`src/rtl/burst_master_port_if.sv`:
```
// Bus bundle for burst_master_port: user request side, arbiter handshake and
// serial slave lanes. master modport is the port's view, slave the environment's.
interface burst_master_port_if #(
  parameter int SLAVE_LEN = 2,
  parameter int ADDR_LEN  = 12,
  parameter int DATA_LEN  = 8,
  parameter int BURST_LEN = 12
);
  logic                 start;
  logic [1:0]           instruction;
  logic [ADDR_LEN-1:0]  address;
  logic [SLAVE_LEN-1:0] slave_select;
  logic [BURST_LEN-1:0] burst_num;
  logic [DATA_LEN-1:0]  wdata;
  logic                 wdata_ack;
  logic [DATA_LEN-1:0]  rdata;
  logic                 rdata_valid;
  logic                 done;
  logic                 error;
  logic                 master_ready;
  logic                 approval_request;
  logic                 approval_grant;
  logic                 busy;
  logic                 tx_slave_select;
  logic                 tx_address;
  logic                 tx_data;
  logic                 master_valid;
  logic                 write_en;
  logic                 read_en;
  logic                 slave_ready;
  logic                 slave_valid;
  logic                 rx_data;
  logic                 tx_done;

  modport master (
    input  start, instruction, address, slave_select, burst_num, wdata,
           approval_grant, busy, slave_ready, slave_valid, rx_data,
    output wdata_ack, rdata, rdata_valid, done, error, master_ready,
           approval_request, tx_slave_select, tx_address, tx_data,
           master_valid, write_en, read_en, tx_done
  );

  modport slave (
    output start, instruction, address, slave_select, burst_num, wdata,
           approval_grant, busy, slave_ready, slave_valid, rx_data,
    input  wdata_ack, rdata, rdata_valid, done, error, master_ready,
           approval_request, tx_slave_select, tx_address, tx_data,
           master_valid, write_en, read_en, tx_done
  );
endinterface

```
`src/rtl/burst_master_port.sv`:
```
// Burst bus master: arbitration, serial select/address/data lanes, read deserialiser.
// Optional macro BMP_TIMEOUT_EN adds a wait-timeout abort in WAIT/RDATA.
module burst_master_port #(
  parameter int SLAVE_LEN   = 2,
  parameter int ADDR_LEN    = 12,
  parameter int DATA_LEN    = 8,
  parameter int BURST_LEN   = 12,
  parameter int TIMEOUT_LEN = 8
) (
  input  logic                clk,
  input  logic                reset,
  burst_master_port_if.master bus
);
  localparam int MAX_LEN = (ADDR_LEN > DATA_LEN)
                         ? ((ADDR_LEN > SLAVE_LEN) ? ADDR_LEN : SLAVE_LEN)
                         : ((DATA_LEN > SLAVE_LEN) ? DATA_LEN : SLAVE_LEN);
  localparam int CNT_W = $clog2(MAX_LEN + 1);

  typedef enum logic [2:0] {
    S_IDLE, S_REQ, S_SEL, S_ADDR, S_WAIT, S_WDATA, S_RDATA, S_DONE
  } state_t;

  state_t               r_state, w_next;
  logic                 r_isWrite;
  logic [SLAVE_LEN-1:0] r_sel;
  logic [ADDR_LEN-1:0]  r_addr;
  logic [DATA_LEN-1:0]  r_shift;
  logic [DATA_LEN-1:0]  r_rdata;
  logic [BURST_LEN-1:0] r_burst;
  logic [BURST_LEN-1:0] r_beatCnt;
  logic [CNT_W-1:0]     r_bitCnt;
  logic                 r_rdataValid;
  logic                 r_error;

  logic                 w_opValid, w_selLast, w_addrLast, w_dataLast, w_beatLast;
  logic                 w_busPhase, w_enPhase, w_abort, w_tmoHit;
  logic [DATA_LEN-1:0]  w_rxShift;

  assign w_opValid  = (bus.instruction == 2'b01) || (bus.instruction == 2'b10);
  assign w_selLast  = (r_bitCnt == CNT_W'(SLAVE_LEN - 1));
  assign w_addrLast = (r_bitCnt == CNT_W'(ADDR_LEN - 1));
  assign w_dataLast = (r_bitCnt == CNT_W'(DATA_LEN - 1));
  assign w_beatLast = (r_beatCnt == r_burst - BURST_LEN'(1));
  assign w_busPhase = r_state inside {S_SEL, S_ADDR, S_WAIT, S_WDATA, S_RDATA};
  assign w_enPhase  = w_busPhase || (r_state == S_DONE);
  assign w_rxShift  = (r_shift << 1) | DATA_LEN'(bus.rx_data);

  always_ff @(posedge clk) begin
    if (reset) r_state <= S_IDLE;
    else       r_state <= w_next;
  end

  always_comb begin
    w_next  = r_state;
    w_abort = 1'b0;
    case (r_state)
      S_IDLE:  if (bus.start && w_opValid) w_next = S_REQ;
      S_REQ:   if (bus.approval_grant && !bus.busy) w_next = S_SEL;
      S_SEL:   if (w_selLast) w_next = S_ADDR;
      S_ADDR:  if (w_addrLast) w_next = S_WAIT;
      S_WAIT: begin
        if (bus.slave_ready) w_next = r_isWrite ? S_WDATA : S_RDATA;
        else if (w_tmoHit) begin
          w_next  = S_DONE;
          w_abort = 1'b1;
        end
      end
      S_WDATA: if (w_dataLast) w_next = w_beatLast ? S_DONE : S_WAIT;
      S_RDATA: begin
        if (bus.slave_valid && w_dataLast) w_next = w_beatLast ? S_DONE : S_WAIT;
        else if (!bus.slave_valid && w_tmoHit) begin
          w_next  = S_DONE;
          w_abort = 1'b1;
        end
      end
      S_DONE:  w_next = S_IDLE;
      default: w_next = S_IDLE;
    endcase
    // Losing the grant anywhere on the bus outranks every other transition.
    if (w_busPhase && !bus.approval_grant) begin
      w_next  = S_DONE;
      w_abort = 1'b1;
    end
  end

  always_ff @(posedge clk) begin
    if (reset) begin
      r_isWrite    <= 1'b0;
      r_sel        <= '0;
      r_addr       <= '0;
      r_shift      <= '0;
      r_rdata      <= '0;
      r_burst      <= '0;
      r_beatCnt    <= '0;
      r_bitCnt     <= '0;
      r_rdataValid <= 1'b0;
      r_error      <= 1'b0;
    end else begin
      r_rdataValid <= 1'b0;
      if (w_next != r_state) r_bitCnt <= '0;
      else if ((r_state inside {S_SEL, S_ADDR, S_WDATA}) ||
               (r_state == S_RDATA && bus.slave_valid))
        r_bitCnt <= r_bitCnt + CNT_W'(1);
      case (r_state)
        S_IDLE: begin
          if (bus.start && w_opValid) begin
            r_isWrite <= (bus.instruction == 2'b01);
            r_sel     <= bus.slave_select;
            r_addr    <= bus.address;
            r_burst   <= (bus.burst_num == '0) ? BURST_LEN'(1) : bus.burst_num;
            r_beatCnt <= '0;
            r_error   <= 1'b0;
          end
        end
        S_SEL:  r_sel  <= r_sel << 1;
        S_ADDR: r_addr <= r_addr << 1;
        S_WAIT: if (bus.slave_ready && r_isWrite) r_shift <= bus.wdata;
        S_WDATA: begin
          r_shift <= r_shift << 1;
          if (w_dataLast) r_beatCnt <= r_beatCnt + BURST_LEN'(1);
        end
        S_RDATA: begin
          if (bus.slave_valid) begin
            r_shift <= w_rxShift;
            // An aborted beat never reaches rdata.
            if (w_dataLast && !w_abort) begin
              r_rdata      <= w_rxShift;
              r_rdataValid <= 1'b1;
              r_beatCnt    <= r_beatCnt + BURST_LEN'(1);
            end
          end
        end
        default: ;
      endcase
      if (w_abort) r_error <= 1'b1;
    end
  end

`ifdef BMP_TIMEOUT_EN
  logic [TIMEOUT_LEN-1:0] r_tmo;

  always_ff @(posedge clk) begin
    if (reset || (w_next != r_state) || bus.slave_ready || bus.slave_valid)
      r_tmo <= '0;
    else if (r_state == S_WAIT || r_state == S_RDATA)
      r_tmo <= r_tmo + TIMEOUT_LEN'(1);
  end

  assign w_tmoHit = &r_tmo;
`else
  // Never fires; the comparison only keeps TIMEOUT_LEN referenced here.
  assign w_tmoHit = (TIMEOUT_LEN < 0);
`endif

  always_comb begin
    bus.master_ready     = (r_state == S_IDLE);
    bus.approval_request = (r_state != S_IDLE);
    bus.write_en         = w_enPhase && r_isWrite;
    bus.read_en          = w_enPhase && !r_isWrite;
    bus.master_valid     = 1'b0;
    bus.tx_slave_select  = 1'b0;
    bus.tx_address       = 1'b0;
    bus.tx_data          = 1'b0;
    bus.wdata_ack        = 1'b0;
    bus.tx_done          = 1'b0;
    bus.done             = 1'b0;
    case (r_state)
      S_SEL: begin
        bus.master_valid    = 1'b1;
        bus.tx_slave_select = r_sel[SLAVE_LEN-1];
      end
      S_ADDR: begin
        bus.master_valid = 1'b1;
        bus.tx_address   = r_addr[ADDR_LEN-1];
      end
      S_WAIT:  bus.wdata_ack = r_isWrite && (w_next == S_WDATA);
      S_WDATA: begin
        bus.master_valid = 1'b1;
        bus.tx_data      = r_shift[DATA_LEN-1];
      end
      S_DONE: begin
        bus.tx_done = 1'b1;
        bus.done    = 1'b1;
      end
      default: ;
    endcase
  end

  assign bus.rdata       = r_rdata;
  assign bus.rdata_valid = r_rdataValid;
  assign bus.error       = r_error;
endmodule

```
`src/flat_wrapper.sv`:
```
// flat-port wrapper written by rule: the top's interface ports become plain ports
module burst_master_port_flat 
#(
  parameter int SLAVE_LEN   = 2,
  parameter int ADDR_LEN    = 12,
  parameter int DATA_LEN    = 8,
  parameter int BURST_LEN   = 12,
  parameter int TIMEOUT_LEN = 8
)
  (clk, reset, bus_start, bus_instruction, bus_address, bus_slave_select, bus_burst_num, bus_wdata, bus_approval_grant, bus_busy, bus_slave_ready, bus_slave_valid, bus_rx_data, bus_wdata_ack, bus_rdata, bus_rdata_valid, bus_done, bus_error, bus_master_ready, bus_approval_request, bus_tx_slave_select, bus_tx_address, bus_tx_data, bus_master_valid, bus_write_en, bus_read_en, bus_tx_done);
  burst_master_port_if #(.SLAVE_LEN(SLAVE_LEN), .ADDR_LEN(ADDR_LEN), .DATA_LEN(DATA_LEN), .BURST_LEN(BURST_LEN)) bus_i ();
  input  logic clk;
  input  logic reset;
  input wire logic [$bits(bus_i.start)-1:0] bus_start;
  input wire logic [$bits(bus_i.instruction)-1:0] bus_instruction;
  input wire logic [$bits(bus_i.address)-1:0] bus_address;
  input wire logic [$bits(bus_i.slave_select)-1:0] bus_slave_select;
  input wire logic [$bits(bus_i.burst_num)-1:0] bus_burst_num;
  input wire logic [$bits(bus_i.wdata)-1:0] bus_wdata;
  input wire logic [$bits(bus_i.approval_grant)-1:0] bus_approval_grant;
  input wire logic [$bits(bus_i.busy)-1:0] bus_busy;
  input wire logic [$bits(bus_i.slave_ready)-1:0] bus_slave_ready;
  input wire logic [$bits(bus_i.slave_valid)-1:0] bus_slave_valid;
  input wire logic [$bits(bus_i.rx_data)-1:0] bus_rx_data;
  output wire logic [$bits(bus_i.wdata_ack)-1:0] bus_wdata_ack;
  output wire logic [$bits(bus_i.rdata)-1:0] bus_rdata;
  output wire logic [$bits(bus_i.rdata_valid)-1:0] bus_rdata_valid;
  output wire logic [$bits(bus_i.done)-1:0] bus_done;
  output wire logic [$bits(bus_i.error)-1:0] bus_error;
  output wire logic [$bits(bus_i.master_ready)-1:0] bus_master_ready;
  output wire logic [$bits(bus_i.approval_request)-1:0] bus_approval_request;
  output wire logic [$bits(bus_i.tx_slave_select)-1:0] bus_tx_slave_select;
  output wire logic [$bits(bus_i.tx_address)-1:0] bus_tx_address;
  output wire logic [$bits(bus_i.tx_data)-1:0] bus_tx_data;
  output wire logic [$bits(bus_i.master_valid)-1:0] bus_master_valid;
  output wire logic [$bits(bus_i.write_en)-1:0] bus_write_en;
  output wire logic [$bits(bus_i.read_en)-1:0] bus_read_en;
  output wire logic [$bits(bus_i.tx_done)-1:0] bus_tx_done;
  assign bus_i.start = bus_start;
  assign bus_i.instruction = bus_instruction;
  assign bus_i.address = bus_address;
  assign bus_i.slave_select = bus_slave_select;
  assign bus_i.burst_num = bus_burst_num;
  assign bus_i.wdata = bus_wdata;
  assign bus_i.approval_grant = bus_approval_grant;
  assign bus_i.busy = bus_busy;
  assign bus_i.slave_ready = bus_slave_ready;
  assign bus_i.slave_valid = bus_slave_valid;
  assign bus_i.rx_data = bus_rx_data;
  assign bus_wdata_ack = bus_i.wdata_ack;
  assign bus_rdata = bus_i.rdata;
  assign bus_rdata_valid = bus_i.rdata_valid;
  assign bus_done = bus_i.done;
  assign bus_error = bus_i.error;
  assign bus_master_ready = bus_i.master_ready;
  assign bus_approval_request = bus_i.approval_request;
  assign bus_tx_slave_select = bus_i.tx_slave_select;
  assign bus_tx_address = bus_i.tx_address;
  assign bus_tx_data = bus_i.tx_data;
  assign bus_master_valid = bus_i.master_valid;
  assign bus_write_en = bus_i.write_en;
  assign bus_read_en = bus_i.read_en;
  assign bus_tx_done = bus_i.tx_done;
  burst_master_port #(.SLAVE_LEN(SLAVE_LEN), .ADDR_LEN(ADDR_LEN), .DATA_LEN(DATA_LEN), .BURST_LEN(BURST_LEN), .TIMEOUT_LEN(TIMEOUT_LEN)) u_core (.clk(clk), .reset(reset), .bus(bus_i));
endmodule
```
`config.mk`:
```
export PLATFORM = sky130hd
export DESIGN_NAME = burst_master_port_flat
export DESIGN_NICKNAME = d
export VERILOG_FILES = /design/src/rtl/burst_master_port_if.sv /design/src/rtl/burst_master_port.sv /design/src/flat_wrapper.sv
export SDC_FILE = /design/constraint.sdc
export NUM_CORES = 1
export LEC_CHECK = 0
export BUFFER_PORTS_ARGS = -buffer_cell sky130_fd_sc_hd__buf_2
export CELL_PAD_IN_SITES_DETAIL_PLACEMENT = 0
export CELL_PAD_IN_SITES_GLOBAL_PLACEMENT = 1
export CORE_MARGIN = 8
export CORE_UTILIZATION = 35
export DETAILED_ROUTE_END_ITERATION = 6
export GPL_ROUTABILITY_DRIVEN = 0
export PLACE_DENSITY_LB_ADDON = 0.1
export REMOVE_ABC_BUFFERS = 1
export SETUP_SLACK_MARGIN = 0.2
export SLEW_MARGIN = 10
export SYNTH_ARGS = -nofsm -noshare
export SYNTH_HDL_FRONTEND = slang
export SYNTH_SLANG_ARGS = --single-unit
```
`constraint.sdc`:
```
create_clock -name clk -period 2.7 [get_ports clk]
set_input_delay 0.54 -clock clk [delete_from_list [all_inputs] [get_ports clk]]
set_output_delay 0.54 -clock clk [all_outputs]
set_load 0.005 [all_outputs]
```
# Word level (Yosys, flattened, before mapping)
# Index checks and enable logic that the tools add are counted.
# word_totals
ff_bits	64
output_inout_bits	21
elab_cells	110
# op_classes
addsub	3
n_eq_ne	20
n_mux	35
bitwise_logic	3
reduce_logical	38
# op_table
operator	count
12-bit two-way mux	6
12-bit one-hot mux with 3 select lines	1
3-bit two-way mux	8
12-bit one-hot mux with 2 select lines	1
3-bit one-hot mux with 8 select lines	1
8-bit one-hot mux with 3 select lines	1
8-bit two-way mux	2
3-bit == test (second input constant)	5
12-bit by 1-bit adder with 12-bit output (second input constant)	1
12-bit == test	1
12-bit logical NOT	1
3-bit nonzero test	4
12-bit by 1-bit subtractor with 12-bit output (second input constant)	1
1-bit two-way mux	11
1-bit logical AND	10
8-bit by 1-bit OR with 8-bit output	1
2-bit AND reduction	4
2-bit nonzero test	4
3-bit by 2-bit == test with 1-bit output (second input constant)	2
2-bit two-way mux	3
2-bit inequality test (second input constant)	3
3-bit AND reduction	2
3-bit OR reduction	2
5-bit AND reduction	1
other kinds (16)	23

# Logic depth before layout (Yosys ltp)
# Gate-level depths: netlist of the first run.
# depth
ltp_word	9
depth_mapped	10
mapped_depth_nobuf	9

# Least setup slack after synthesis of the first run
# Ideal clock, no wire load.
# synth_timing
path_type	input to register
from	input port bus_instruction[1]
to	register u_core.r_bitCnt[1]
setup_ps	87
arrival_ps	2279
required_ps	2613
setup_slack_ps	334
cell_stages	8
path_cell_list	inv_1 > ha_1 > nor4_4 > a2111oi_2 > a221o_1 > o22ai_1 > mux2i_1 > nor4b_2
# synth_between
elab_chain_len	8
elab_cells_between_ends	9
# synth_lines
item	line	source
from (decl)	flat_wrapper.sv:15	input wire logic [$bits(bus_i.instruction)-1:0] bus_instruction;
2-bit by 1-bit == test with 1-bit output / 2-bit == test (equally long branches)	burst_master_port.sv:39	assign w_opValid = (bus.instruction == 2'b01) || (bus.instruction == 2'b10);
1-bit logical OR *	burst_master_port.sv:39	
1-bit logical AND *	burst_master_port.sv:57	S_IDLE: if (bus.start && w_opValid) w_next = S_REQ;
3-bit two-way mux *	burst_master_port.sv:57	
3-bit one-hot mux with 8 select lines *	burst_master_port.sv:56	case (r_state)
3-bit two-way mux *	burst_master_port.sv:80	if (w_busPhase && !bus.approval_grant) begin
3-bit inequality test *	burst_master_port.sv:100	if (w_next != r_state) r_bitCnt <= '0;
2-bit OR reduction (no source line) *	-	
to (signal assigned)	burst_master_port.sv:103	r_bitCnt <= r_bitCnt + CNT_W'(1);
to (decl)	burst_master_port.sv:31	logic [CNT_W-1:0] r_bitCnt;
# Mark *: on every way between the ends. The rest lies on a longest branch, timed or not.
# A chain may end at the register's enable or synchronous reset.

# Worst setup path in the final report of the first run
# layout_timing
from	register u_core.r_bitCnt[1]
to	output port bus_wdata_ack
# layout_between
elab_chain_len	8
elab_cells_between_ends	13
# layout_lines
item	line	source
4-bit by 3-bit == test with 1-bit output	burst_master_port.sv:42	assign w_dataLast = (r_bitCnt == CNT_W'(DATA_LEN - 1));
1-bit logical AND	burst_master_port.sv:70	if (bus.slave_valid && w_dataLast) w_next = w_beatLast ? S_DONE : S_WAIT;
3-bit two-way mux	burst_master_port.sv:70	
3-bit one-hot mux with 8 select lines *	burst_master_port.sv:56	
3-bit two-way mux *	burst_master_port.sv:80	
3-bit == test *	burst_master_port.sv:176	S_WAIT: bus.wdata_ack = r_isWrite && (w_next == S_WDATA);
1-bit logical AND *	burst_master_port.sv:176	
1-bit two-way mux *	burst_master_port.sv:167	case (r_state)
to (decl)	flat_wrapper.sv:25	output wire logic [$bits(bus_i.wdata_ack)-1:0] bus_wdata_ack;
# Marked as above.

==> results.cfg, run 1 <==
[route]
vias = 3313
wl_um = 9810
wl_per_cell_um = 15.2
vias_per_cell = 5.14
drt_iter0_markers = 217
drtPass1Iterations = 4
drtAntennaViolNets = 0
drc = 0

[floorplan]
pin_count = 65
die_area_um2 = 13500
num_rows = 36
die_w_um = 116
chipHeight_um = 116
core_region_area_um2 = 9770
initial_core_util = 0.360

[worst_setup_path]
r2r-start = u_core.r_burst[0]
rr_worst_depth = 10
crit_path_max_fanout = 4
arrival_ns = 1.90
critPathLaunchType = flop
rr_endpoint = u_core.r_bitCnt[1]
r2r_setup_slack_ns = 0.36
end_kind = output port
required_ns = 2.16
worstSetupPathType = flop to output port

[placement]
io_buffer_count = 64
dpl.hpwl_um = 7170

[min_path]
worstHoldPathCells = 3
hp-class = input port to flop
hp-start = bus_address[0]
worst_hold_path.endpoint = u_core.r_addr[0]

[global_route]
grt_pass1_wl_um = 16100
gr-total-overflow = 0
grt_usage = 0.150
antenna_found_initial = 0
grt_pass1_vias = 3351
grt_max_degree = 29

[timing]
finalCritPeriodShare = 0.903
fin_skew_ns = 0.0158
relSlewSlack = 0.492
finalHoldViolations = 0
tightest_slew_ns = 0.760
fin_crit_ns = 2.44
slew_violations = 0
finalSetupViolations = 0
rsz0062_at_grt = yes
fin_setup_tns_ns = 0
fmax_mhz = 410

[clock_tree]
clkTransAtPathRegs_ns = 0.08
clock_sinks = 64
root_buffer = clkbuf_8
cts_tree = yes
cts-hold-fix-buffers = 0
worstSkewPairLatency_ns = 0.34
cts_made_buffers = 9
clockBufferDepth = 2
cts_max_level = 3

[synth]
synthFlopType = dfxtp_1
synth_top_cell_by_area = dfxtp_1
syn_inst = 431
ys_seq_area_frac = 0.364
synth_most_common_cell = dfxtp_1
synth_cell_types = 64
syn_area_um2 = 3520
syn_area_per_cell_um2 = 8.17
ys_ff_latch = 64
synth-edff-count = 0
synth.area.top_cells = dfxtp_1 (36%), nand2_1 (6.6%), mux2i_1 (5.4%)
synthTopCellsByCount = dfxtp_1 (64), nand2_1 (62), nor2_1 (42)
synthDominantCellAreaShare = 0.364
yosysWarningCount = 0
synthArstFlopShare = 0

[power]
p_clk_frac = 0.382
finalPower_mw = 2.18
irDropWorstVdd_mv = 0.255
p_comb_frac = 0.158
intPower_mw = 1.56
switchingPower_mw = 0.624
swShare = 0.286
leakagePower_nw = 1.75
seqPwrFrac = 0.460
powerDensity_nw_per_um2 = 496

[layout]
diodes = 0
drive_above_1_share = 0.262
syn_to_final_growth_pct = 24.9
finalNetCount = 555

[status]
status = complete, no violations

[job]
drv_cap = 0
-- critical path, cell delays in order, from the launching register on --
cell and delay (ns):
dfxtp_4 0.37, ha_4 0.15, and3b_2 0.25, o32ai_4 0.11, a2111oi_2 0.21, buf_4 0.17, o21a_1 0.13, nor2_1 0.04
buf_2 0.12
-- worst max-delay path by stage --
stage | start | to | slack (ns) | depth (start not counted)
after detailed placement | u_core.r_burst[0] | u_core.r_bitCnt[1] | 0.13 | 10
final | u_core.r_bitCnt[1] | bus_wdata_ack | 0.26 | 8
after global placement | bus_instruction[0] | u_core.r_bitCnt[1] | 0.19 | 10
after floorplan | bus_instruction[1] | u_core.r_bitCnt[1] | -0.11 | 8
after CTS | u_core.r_bitCnt[0] | bus_wdata_ack | 0.12 | 8
after global routing | u_core.r_bitCnt[1] | bus_wdata_ack | 0.14 | 8
-- area by class of cell --
type	count	area (µm²)
fillers	1000	5380
multi-input cells	333	2190
flip-flops and latches	64	1300
repair buffers	89	508
well taps	133	166
clock buffers	10	128
clock inverters	6	68.8
inverters	9	33.8
-- power by group through the flow --
stage / clock network, mW / registers [mW] / logic (mW)
2_1_floorplan: 0 / 1.02 / 0.192
3_3_place_gp: 0 / 1.03 / 0.311
3_5_place_dp: 0 / 1.03 / 0.317
4_1_cts: 0.874 / 1.00 / 0.320
5_1_grt: 0.915 / 1.01 / 0.387
6_report: 0.833 / 1.00 / 0.346
-- cell usage in the layout, fill, tap and decap left out, types with 10 or more instances in the layout --
cell,synthesis,routed
a211oi_1,12,12
a21oi_1,35,35
a22oi_1,12,12
buf_2,7,64
buf_4,1,25
dfxtp_1,64,59
mux2i_1,19,19
nand2_1,62,62
nor2_1,42,41
xnor2_1,10,10
xor2_1,13,13
-- through the flow --
stage / hold WS [ns] / cell area, µm² / std cells / util / setup WS, ns
2_1_floorplan: 0.426 / 3410 / 406 / - / -0.111
3_3_place_gp: 0.440 / 4040 / 621 / 0.413 / 0.194
3_5_place_dp: 0.448 / 4040 / 621 / 0.413 / 0.133
4_1_cts: 0.419 / 4240 / 637 / 0.434 / 0.115
5_1_grt: 0.455 / 4400 / 644 / 0.450 / 0.143
6_report: 0.442 / 4400 / 644 / 0.450 / 0.263
-- metal layers --
layer  wire length [µm]  track usage
met1               4490        0.185
met2               4620        0.245
met3                610       0.0465
met4                 80       0.0424
met5                  0            0
-- state kept, by name, summed over array words and instances (netlist names) --
| signal | flops |
|---|---|
| u_core.bus.error | 1 |
| u_core.r_shift | 8 |
| u_core.r_bitCnt | 4 |
| u_core.r_isWrite | 1 |
| u_core.r_state | 3 |
| u_core.r_addr | 12 |
| u_core.r_sel | 2 |
| u_core.bus.rdata | 8 |
| u_core.bus.rdata_valid | 1 |
| u_core.r_burst | 12 |
| u_core.r_beatCnt | 12 |
-- timing repair --
| item | CTS | global route |
|---|---|---|
| gates cloned | 0 | 0 |
| endpoints found under the setup margin | 5 | 7 |
| setup buffers | 0 | 7 |
| gates resized for setup | 8 | 19 |
| pin swaps | 0 | 2 |
-- kinds of logic after synthesis --
family                     share of synthesized area
adders and majority gates                     0.0178
buffers and inverters                         0.0398
and+or+nand+nor                                0.274
xor gates and xnor gates                      0.0572
AOI/OAI and AO/OA                              0.193
DFF                                            0.364
muxes                                         0.0540
(Power assumes the default switching activity.)
==> run 2, diff against run 1 <==
- ABC_AREA: unset -> 1
==> results.cfg, run 2 <==
[worst_setup_path]
critPathLaunchType = flop
crit_path_max_fanout = 5
rr_endpoint = u_core.r_beatCnt[9]
r2r-start = u_core.r_state[1]
required_ns = 2.16
rr_worst_depth = 15
worstSetupPathType = flop to output port
end_kind = output port
r2r_setup_slack_ns = 0.52
arrival_ns = 2.14

[floorplan]
die_w_um = 117
pin_count = 65
initial_core_util = 0.354
chipHeight_um = 117
core_region_area_um2 = 10100
die_area_um2 = 13800
num_rows = 37

[placement]
dp.cells = 729
io_buffer_count = 64
dpl_cell_area_um2 = 4070
pre_cts_ws_ns = 0.0978
dpl.hpwl_um = 7880

[min_path]
hp-start = bus_burst_num[10]
hp-class = input port to flop
worstHoldPathCells = 3
worst_hold_path.endpoint = u_core.r_burst[10]

[layout]
final_common_cell = nand2_1
finalNetCount = 655
final_area_um2 = 4400
diodes = 0
drive_above_1_share = 0.227
most-common-layout-cells = nand2_1 (117), nor2_1 (77), buf_2 (64)
finalNonFillerCells = 747
post-route-util = 0.434
regArea_um2 = 1280
num-fill-cells = 1131
multi_input_area_um2 = 2020
reg_top3 = u_core.r_addr x12, u_core.r_beatCnt x12, u_core.r_burst x12
syn_to_final_growth_pct = 22.6

[route]
drtPass1Iterations = 4
wl_um = 10000
drt_iter0_markers = 152
vias = 3590
vias_per_cell = 4.81
drc = 0
wl_per_cell_um = 13.4
drtAntennaViolNets = 0

[synth]
yosysWarningCount = 0
synth_top_cell_by_area = dfxtp_1
synth_cell_types = 42
synthTopCellsByCount = nand2_1 (122), nor2_1 (85), dfxtp_1 (64)
synth_most_common_cell = nand2_1
ys_ff_latch = 64
synthArstFlopShare = 0
synth-edff-count = 0
synthDominantCellAreaShare = 0.357
synth.area.top_cells = dfxtp_1 (36%), nand2_1 (13%), nor2_1 (8.9%)
ys_seq_area_frac = 0.357
synthFlopType = dfxtp_1
syn_area_per_cell_um2 = 6.70
syn_inst = 536
syn_area_um2 = 3590

[timing]
slew_violations = 0
rsz0062_at_grt = yes
fin_crit_ns = 2.68
fmax_mhz = 373
finalSetupViolations = 0
fin_skew_ns = 0.0155
hold_slack_ns = 0.428
relSlewSlack = 0.564
fin_setup_tns_ns = 0
tightest_slew_ns = 0.653
finalHoldViolations = 0
finalCritPeriodShare = 0.992
setup_slack_ns = 0.0218

[power]
intPower_mw = 2.31
powerDensity_nw_per_um2 = 868
seqPwrFrac = 0.324
switchingPower_mw = 1.52
p_comb_frac = 0.399
finalPower_mw = 3.82
irDropWorstVdd_mv = 0.392
swShare = 0.396
p_clk_frac = 0.277
leakagePower_nw = 1.97

[global_route]
antenna_found_initial = 0
grt_pass1_vias = 3518
grt_usage = 0.156
grt_max_degree = 25
gr-total-overflow = 0
grt_pass1_wl_um = 16500

[clock_tree]
clockBufferDepth = 2
clock_sinks = 64
cts_tree = yes
clkTransAtPathRegs_ns = 0.08
root_buffer = clkbuf_8
cts-hold-fix-buffers = 0
cts_max_level = 3
cts_made_buffers = 9
worstSkewPairLatency_ns = 0.36

[job]
drv_cap = 0

[status]
status = complete, no violations
[run 2: cell count changes after synthesis, moves of 11 or more]
cell | before | now
nor2_1 | 42 | 85
nand2_1 | 62 | 122
inv_1 | 8 | 63
a31oi_1 | 3 | 14
mux2i_1 | 19 | 0
o21ai_0 | 8 | 33
a21oi_1 | 35 | 21
nand3_1 | 8 | 25
[run 2: worst max path at each step]
stage	slack [ns]	depth (start not counted)	from	end
6_report	0.02	14	u_core.r_burst[0]	bus_wdata_ack
5_1_grt	-0.23	17	u_core.r_burst[0]	bus_wdata_ack
4_1_cts	-0.03	17	u_core.r_burst[0]	bus_wdata_ack
3_5_place_dp	0.1	17	u_core.r_burst[0]	bus_wdata_ack
3_3_place_gp	0.15	17	u_core.r_burst[0]	bus_wdata_ack
2_1_floorplan	0.28	16	bus_instruction[1]	u_core.r_beatCnt[9]
[run 2: cell type report]
cell class,count,share of cell area
flip-flops and latches,64,0.292
inverters,70,0.0611
multi-input cells,386,0.460
well taps,136,0.0387
repair buffers,75,0.0915
clock inverters,6,0.0262
clock buffers,10,0.0313
[run 2: logic make-up (layout without fill, tap and decap cells)]
group                    after synthesis  count (layout)  share of synthesized area
AO/OA/AOI/OAI                         94              94                      0.156
XOR/XNOR                              10              10                     0.0244
buffers and inverters                 86             161                     0.0948
adder cells (fa/ha/maj)                5               5                     0.0174
AND/OR/NAND/NOR                      277             277                      0.351
flip-flops                            64              64                      0.357
[run 2: routing by layer]
layer  part of all wire  vias to the layer above  routed length [µm]  GRT usage
met1               0.47                     1629                4730      0.194
li1                   -                     1883                   -          -
met4              0.016                        0                 162     0.0538
met5                  0                        -                   0          0
met3              0.062                       14                 617     0.0482
met2               0.45                       64                4510      0.249
[run 2: timing repair]
action,4_1_cts,5_1_grt
gates resized for setup,16,7
pin swaps,3,0
buffers inserted,2,0
cloned,0,0
setup endpoints to repair,1,2
[run 2: power groups by stage]
| stage | Combinational, mW | Sequential (mW) | Clock [mW] |
|---|---|---|---|
| 2_1_floorplan | 1.04 | 1.23 | 0 |
| 3_3_place_gp | 1.44 | 1.25 | 0 |
| 3_5_place_dp | 1.44 | 1.25 | 0 |
| 4_1_cts | 1.52 | 1.24 | 1.08 |
| 5_1_grt | 1.75 | 1.26 | 1.13 |
| 6_report | 1.52 | 1.24 | 1.06 |
[run 2: worst max-delay path: stages, from the launching register on]
cell	delay, ns
dfxtp_2	0.34
inv_4	0.08
ha_4	0.15
nand2_2	0.08
nor2_2	0.16
nand2_1	0.07
nand2_1	0.05
nand2_1	0.06
nor2_1	0.11
nand3_1	0.08
nor2_1	0.12
nand4_1	0.13
nand4_1	0.16
nor2_1	0.06
buf_2	0.12
